--- src/rtl/llr_extrinsic_calc.sv ---
// llr_extrinsic_calc: turns the u=1/u=0 max-metric pair into a scaled, saturated extrinsic LLR
// and a hard decision, with frame addressing and a delay line that aligns the systematic/a-priori inputs.
`default_nettype none

module llr_extrinsic_calc #(
  parameter int MW = 12,
  parameter int LW = 6,
  parameter int EW = 7,
  parameter int KW = 13
) (
  input  logic          clk,
  input  logic          rst,
  input  logic          start,
  input  logic [KW-1:0] blk_len,
  input  logic          sa_valid,
  input  logic [LW-1:0] sys_in,
  input  logic [LW-1:0] apr_in,
  input  logic          mx_valid,
  input  logic [MW-1:0] max1,
  input  logic [MW-1:0] max0,
  output logic          out_valid,
  output logic [EW-1:0] ext_out,
  output logic          hard_out,
  output logic [KW-1:0] out_addr,
  output logic          out_last,
  output logic          done,
  output logic          align_err
);

  typedef enum logic [1:0] {
    ST_IDLE  = 2'd0,
    ST_RUN   = 2'd1,
    ST_FLUSH = 2'd2,
    ST_DONE  = 2'd3
  } state_t;

  localparam logic signed [MW+3:0] c_sat_pos = (MW+4)'(2**(EW-1) - 1);
  localparam logic signed [MW+3:0] c_sat_neg = -c_sat_pos;

  state_t state_q, state_d;
  logic [KW-1:0] blk_len_q, blk_len_d;
  logic [KW-1:0] in_cnt_q, in_cnt_d;
  logic [2:0][LW-1:0] sys_dly_q, sys_dly_d;
  logic [2:0][LW-1:0] apr_dly_q, apr_dly_d;
  logic [2:0] sa_dly_q, sa_dly_d;
  logic align_err_q, align_err_d;
  logic done_q, done_d;

  logic s1_valid_q, s1_valid_d;
  logic signed [MW:0]   s1_llr_q, s1_llr_d;
  logic signed [MW+1:0] s1_ext_q, s1_ext_d;
  logic [KW-1:0] s1_addr_q, s1_addr_d;
  logic s1_last_q, s1_last_d;

  logic out_valid_q, out_valid_d;
  logic [EW-1:0] ext_q, ext_d;
  logic hard_q, hard_d;
  logic [KW-1:0] addr_q, addr_d;
  logic last_q, last_d;

  logic accept_w, last_w;
  logic signed [MW:0]   llr_w;
  logic signed [MW+1:0] sys_x_w, apr_x_w, ext_raw_w;
  logic signed [MW+3:0] ext3_w, scaled_w;

  always_comb begin
    accept_w  = (state_q == ST_RUN) && mx_valid;
    last_w    = (in_cnt_q == blk_len_q - KW'(1));
    llr_w     = {max1[MW-1], max1} - {max0[MW-1], max0};
    sys_x_w   = {{(MW+2-LW){sys_dly_q[2][LW-1]}}, sys_dly_q[2]};
    apr_x_w   = {{(MW+2-LW){apr_dly_q[2][LW-1]}}, apr_dly_q[2]};
    ext_raw_w = {llr_w[MW], llr_w} - sys_x_w - apr_x_w;
    // 3*x built as x + 2x; the arithmetic shift then floors toward -inf
    ext3_w    = {{2{s1_ext_q[MW+1]}}, s1_ext_q} + {s1_ext_q[MW+1], s1_ext_q, 1'b0};
    scaled_w  = ext3_w >>> 2;

    state_d     = state_q;
    blk_len_d   = blk_len_q;
    in_cnt_d    = in_cnt_q;
    align_err_d = align_err_q;
    sys_dly_d   = {sys_dly_q[1:0], sys_in};
    apr_dly_d   = {apr_dly_q[1:0], apr_in};
    sa_dly_d    = {sa_dly_q[1:0], sa_valid};

    case (state_q)
      ST_IDLE: if (start && (blk_len != '0)) begin
        state_d   = ST_RUN;
        blk_len_d = blk_len;
        in_cnt_d  = '0;
      end
      ST_RUN: if (accept_w) begin
        in_cnt_d = in_cnt_q + KW'(1);
        if (last_w) state_d = ST_FLUSH;
      end
      ST_FLUSH: if (out_valid_q && last_q) state_d = ST_DONE;
      default: state_d = ST_IDLE;
    endcase
    done_d = (state_d == ST_DONE);

    if (accept_w && !sa_dly_q[2]) align_err_d = 1'b1;

    s1_valid_d = accept_w;
    s1_llr_d   = s1_llr_q;
    s1_ext_d   = s1_ext_q;
    s1_addr_d  = s1_addr_q;
    s1_last_d  = s1_last_q;
    if (accept_w) begin
      s1_llr_d  = llr_w;
      s1_ext_d  = ext_raw_w;
      s1_addr_d = in_cnt_q;
      s1_last_d = last_w;
    end

    out_valid_d = s1_valid_q;
    ext_d       = ext_q;
    hard_d      = hard_q;
    addr_d      = addr_q;
    last_d      = last_q;
    if (s1_valid_q) begin
      if (scaled_w > c_sat_pos)      ext_d = c_sat_pos[EW-1:0];
      else if (scaled_w < c_sat_neg) ext_d = c_sat_neg[EW-1:0];
      else                           ext_d = scaled_w[EW-1:0];
      hard_d = !s1_llr_q[MW] && (s1_llr_q != '0);
      addr_d = s1_addr_q;
      last_d = s1_last_q;
    end
  end

  always_ff @(posedge clk) begin
    if (rst) begin
      state_q     <= ST_IDLE;
      blk_len_q   <= '0;
      in_cnt_q    <= '0;
      sys_dly_q   <= '0;
      apr_dly_q   <= '0;
      sa_dly_q    <= '0;
      align_err_q <= 1'b0;
      done_q      <= 1'b0;
      s1_valid_q  <= 1'b0;
      s1_llr_q    <= '0;
      s1_ext_q    <= '0;
      s1_addr_q   <= '0;
      s1_last_q   <= 1'b0;
      out_valid_q <= 1'b0;
      ext_q       <= '0;
      hard_q      <= 1'b0;
      addr_q      <= '0;
      last_q      <= 1'b0;
    end else begin
      state_q     <= state_d;
      blk_len_q   <= blk_len_d;
      in_cnt_q    <= in_cnt_d;
      sys_dly_q   <= sys_dly_d;
      apr_dly_q   <= apr_dly_d;
      sa_dly_q    <= sa_dly_d;
      align_err_q <= align_err_d;
      done_q      <= done_d;
      s1_valid_q  <= s1_valid_d;
      s1_llr_q    <= s1_llr_d;
      s1_ext_q    <= s1_ext_d;
      s1_addr_q   <= s1_addr_d;
      s1_last_q   <= s1_last_d;
      out_valid_q <= out_valid_d;
      ext_q       <= ext_d;
      hard_q      <= hard_d;
      addr_q      <= addr_d;
      last_q      <= last_d;
    end
  end

  assign out_valid = out_valid_q;
  assign ext_out   = ext_q;
  assign hard_out  = hard_q;
  assign out_addr  = addr_q;
  assign out_last  = last_q;
  assign done      = done_q;
  assign align_err = align_err_q;

endmodule

`default_nettype wire

--- config.mk ---
export PLATFORM = sky130hd
export DESIGN_NAME = llr_extrinsic_calc
export DESIGN_NICKNAME = d
export VERILOG_FILES = /design/src/rtl/llr_extrinsic_calc.sv
export SDC_FILE = /design/constraint.sdc
export NUM_CORES = 1
export LEC_CHECK = 0
export ABC_AREA = 1
export CORE_UTILIZATION = 35
export DETAILED_ROUTE_END_ITERATION = 8
export GPL_TIMING_DRIVEN = 0
export HOLD_SLACK_MARGIN = 0.15
export SKIP_LAST_GASP = 1
export SYNTH_ARGS = -nofsm -noshare
export SYNTH_HDL_FRONTEND = slang
export SYNTH_SLANG_ARGS = --single-unit
--- constraint.sdc ---
create_clock -name clk -period 4.7 [get_ports clk]
set_clock_uncertainty 0.1 [all_clocks]
set_input_delay 0.94 -clock clk [delete_from_list [all_inputs] [get_ports clk]]
set_output_delay 0.94 -clock clk [all_outputs]
set_load 0.02 [all_outputs]
==> metrics.md <==
| Metric | Value |
|---|---|
| DR vias/cell | 4.64 |
| Clock root cell | clkbuf_16 |
| Vias in the first global route | 6178 |
| Num rows | 52 |
| Final Hold Viols | 0 |
| Final period util | a little over nine tenths |
| R2R setup slack | 1.92 ns |
| First-pass GRT wire length | between 20000 and 30000 um |
| Final GP Congestion | 0.878 |
| Worst-skew pair later-pin latency | 0.43 ns |
| Yosys top cell by area | dfxtp_1 |
| GRT overflow | 0 |
| Fmax | 226 MHz |
| Residual DRC count | 0 |
| Starting Density | a little over a third |
| Synth Area per Inst | 7.13 um2 |
| IO Port Bufs | 77 |
| Slew Limit Headroom | 59.2% |
| Pre-antenna DRT Iters | 5 |
| Number of synthesized flops with an enable pin | 0 |
| DR vias | 6578 |
| Worst path cell trace | clkdlybuf4s50_1 > ha_1 > inv_1 > fa_1 > nand3_1 > nand3_1 > a21oi_1 > nor2_1 > nor2_1 > xor2_2 > fa_1 > inv_1 > ha_1 > a21oi_1 > o21ai_1 > a21oi_1 > or2_1 > a21o_1 > nand3_1 > o211ai_1 > inv_1 |
| Core Util, Final | 44.5% |
| PwrDens | roughly 360 nW/um2 |
| Hpwl dp | 13800 um |
| Final WL | 17600 um |
| Slowest cell on the critical path | fa_1 |
| Hold Path Class | reg2reg |
| Initial antenna violation count | 0 |
| Mapped cell area | 7390 um2 |
| Kind of critical path | in2reg |
| Most numerous cell in the Yosys netlist | inv_1 |
| R2r worst-path depth | 11 |
| MaxCap Viol Count | 0 |
| Core region area | 20500 um2 |
| Post-route minimum period | 4.43 ns |
| Worst-path fanout max | 5 |
| Post-route insts no fill | 1417 |
| Top cells by count, synth | 179 x inv_1, 177 x nand2_1, 134 x dfxtp_1 |
| CP Data Required Time | 4.92 ns |
| Post-layout net count | 1242 |
| Clock transition at path regs | ~0.07 ns |
| Dominant synthesized flop cell | dfxtp_1 |
| Main area contributors after synthesis | dfxtp_1 36%, inv_1 9.1%, nand2_1 9.0% |
| Placed Cells | 1384 |
| Slew Limit Fails | 0 |
| Max incr delay on CP | 0.49 ns |
| Yosys top cell area share | a little over a third |
| Place WS | -0.249 ns |
| RSZ-0062 raised after global routing | true |
| Levels on crit path | 21 |
| Final Worst Setup Slack | 0.266 ns |
| Leak | ~4.1 nW |
| Asr flop ratio synth | 0% |
| Area Overhead vs Synth | 23.4% |
| Synth Warn # | 0 |
| Largest net degree at the start of global routing | 18 |
| Die outline width | about 150 um |
| Synth Instances | between 1000 and 1500 |
| Tightest Pin Transition | 0.612 ns |
| Crit end category | flip-flop |
| Clock buffer depth | 2 |
| Peak supply drop | 0.000249 V |
| CTS H-tree depth | 4 |
| Synth unique cells | slightly above 40 |
| Critical path data arrival time | about 4.7 ns |
| Initial DRC count | approximately 300 |
| Post-Syn Nets | 1145 |
| Buf/Inv on CP | 4 |
| IO Count | between 70 and 80 |
| Yosys reg bits | about 130 |
| Layout cells sized above 1 | 4.53% |
| CP delay by family, top | adder cells |
| Sequential-to-total area share from yosys stat | 36.3% |
| Hold path depth | 2 |
| Cts bufs inserted | 17 |
| Status | finished, final reports clean |
| Filler Cells Inserted | about 2100 |
| GRT Overall Usage | 16.9% |
| Antenna-violating nets left | 0 |
| TritonCTS clock tree | done |
| Area of the die | 21700 um2 |
| Tot Pwr | between 3 and 4 mW |
| WL per Instance | about 12 um |
| Total clock sinks | 134 |
| Number of diodes | 0 |
| Post-CTS Hold Buffers | 0 |
| Critical path launch point type | input pin |
| Setup violations, final | 0 |
| Die extent in y | 147 um |
placed cells by master (no fill, tap or decap), types with 7 or more instances in the layout:
cell type,n
a21oi_1,86
clkbuf_1,23
clkbuf_16,17
clkdlybuf4s50_1,77
dfxtp_1,134
fa_1,15
ha_1,39
inv_1,179
inv_6,7
nand2_1,177
nand3_1,59
nand4_1,12
nor2_1,123
nor3_1,14
o21ai_0,70
o21bai_1,9
xnor2_1,12
xor2_1,30
final cells by class:
class / count / area [um2] / share of cell area (%)
inverter: 180 / 676 / 7.41
clock buffer: 17 / 425 / 4.67
sequential: 134 / 2680 / 29.4
multi-input combinational: 692 / 3930 / 43.1
timing repair buffer: 78 / 778 / 8.53
buffer: 31 / 121 / 1.33
tap: 270 / 338 / 3.70
clock inverter: 15 / 171 / 1.88
tightest hold or removal path, stage by stage, from the launching register on:
cell	delay [ns]
dfxtp_1	0.30
inv_1	0.04
nor2_1	0.03
timing repair:
action / in CTS / in global routing
setup endpoints to repair: 0 / 5
resized for setup: 0 / 4
setup buffers: 0 / 1
state kept, by name, summed over array words and instances, names as in the netlist:
| register | count |
|---|---|
| sa_dly_q | 3 |
| blk_len_q | 13 |
| align_err | 1 |
| in_cnt_q | 13 |
| s1_ext_q | 14 |
| s1_addr_q | 13 |
| ext_out | 7 |
| state_q | 2 |
| sys_dly_q | 6 |
| done | 1 |
| out_addr | 13 |
| out_last | 1 |
| sys_dly_d | 12 |
| apr_dly_q | 6 |
| apr_dly_d | 12 |
| s1_llr_q | 13 |
| out_valid_d | 1 |
| s1_last_q | 1 |
| out_valid | 1 |
| hard_out | 1 |
power by group:
group	internal (mW)	switching [mW]	leakage [nW]
clock	0.718	0.602	0.293
sequential	1.19	0.0387	1.10
combinational	0.312	0.457	2.75
per-layer routing:
| layer | global-route usage [%] | routed length, um | up-vias |
|---|---|---|---|
| met5 | 0 | 0 | - |
| met4 | 4.18 | 209 | 0 |
| met3 | 3.11 | 701 | 16 |
| met2 | 27.8 | 8010 | 126 |
| met1 | 22.9 | 8650 | 2929 |
| li1 | - | - | 3507 |
kinds of logic (layout without fill, tap and decap cells):
logic type               count (synthesis)  in the layout  share of synthesized area [%]
AO/OA/AOI/OAI                          188            188                           13.6
XOR/XNOR                                44             44                           5.40
adder cells (fa/ha/maj)                 54             54                           10.7
buffers and inverters                  211            321                           10.8
flip-flops                             134            134                           36.3
AND/OR/NAND/NOR                        406            406                           23.2
through the flow:
stage               cell area, um2  setup TNS, ns  hold slack, ns
detailed placement            8500          -1.08           0.292
global placement              8500         -0.903           0.291
global route                  9120         -0.120           0.313
floorplan                     7390              0           0.288
finish                        9120              0           0.294
CTS                           9100              0           0.301
final timing paths:
check                  endpoint     startpoint
setup / recovery    s1_ext_q[9]        max0[0]
hold reg to reg   sys_dly_q[14]  sys_dly_d[14]
hold / removal    sys_dly_q[14]  sys_dly_d[14]
setup reg to reg    s1_ext_q[9]  apr_dly_q[17]
No activity file was read; power rests on OpenSTA's default activity.
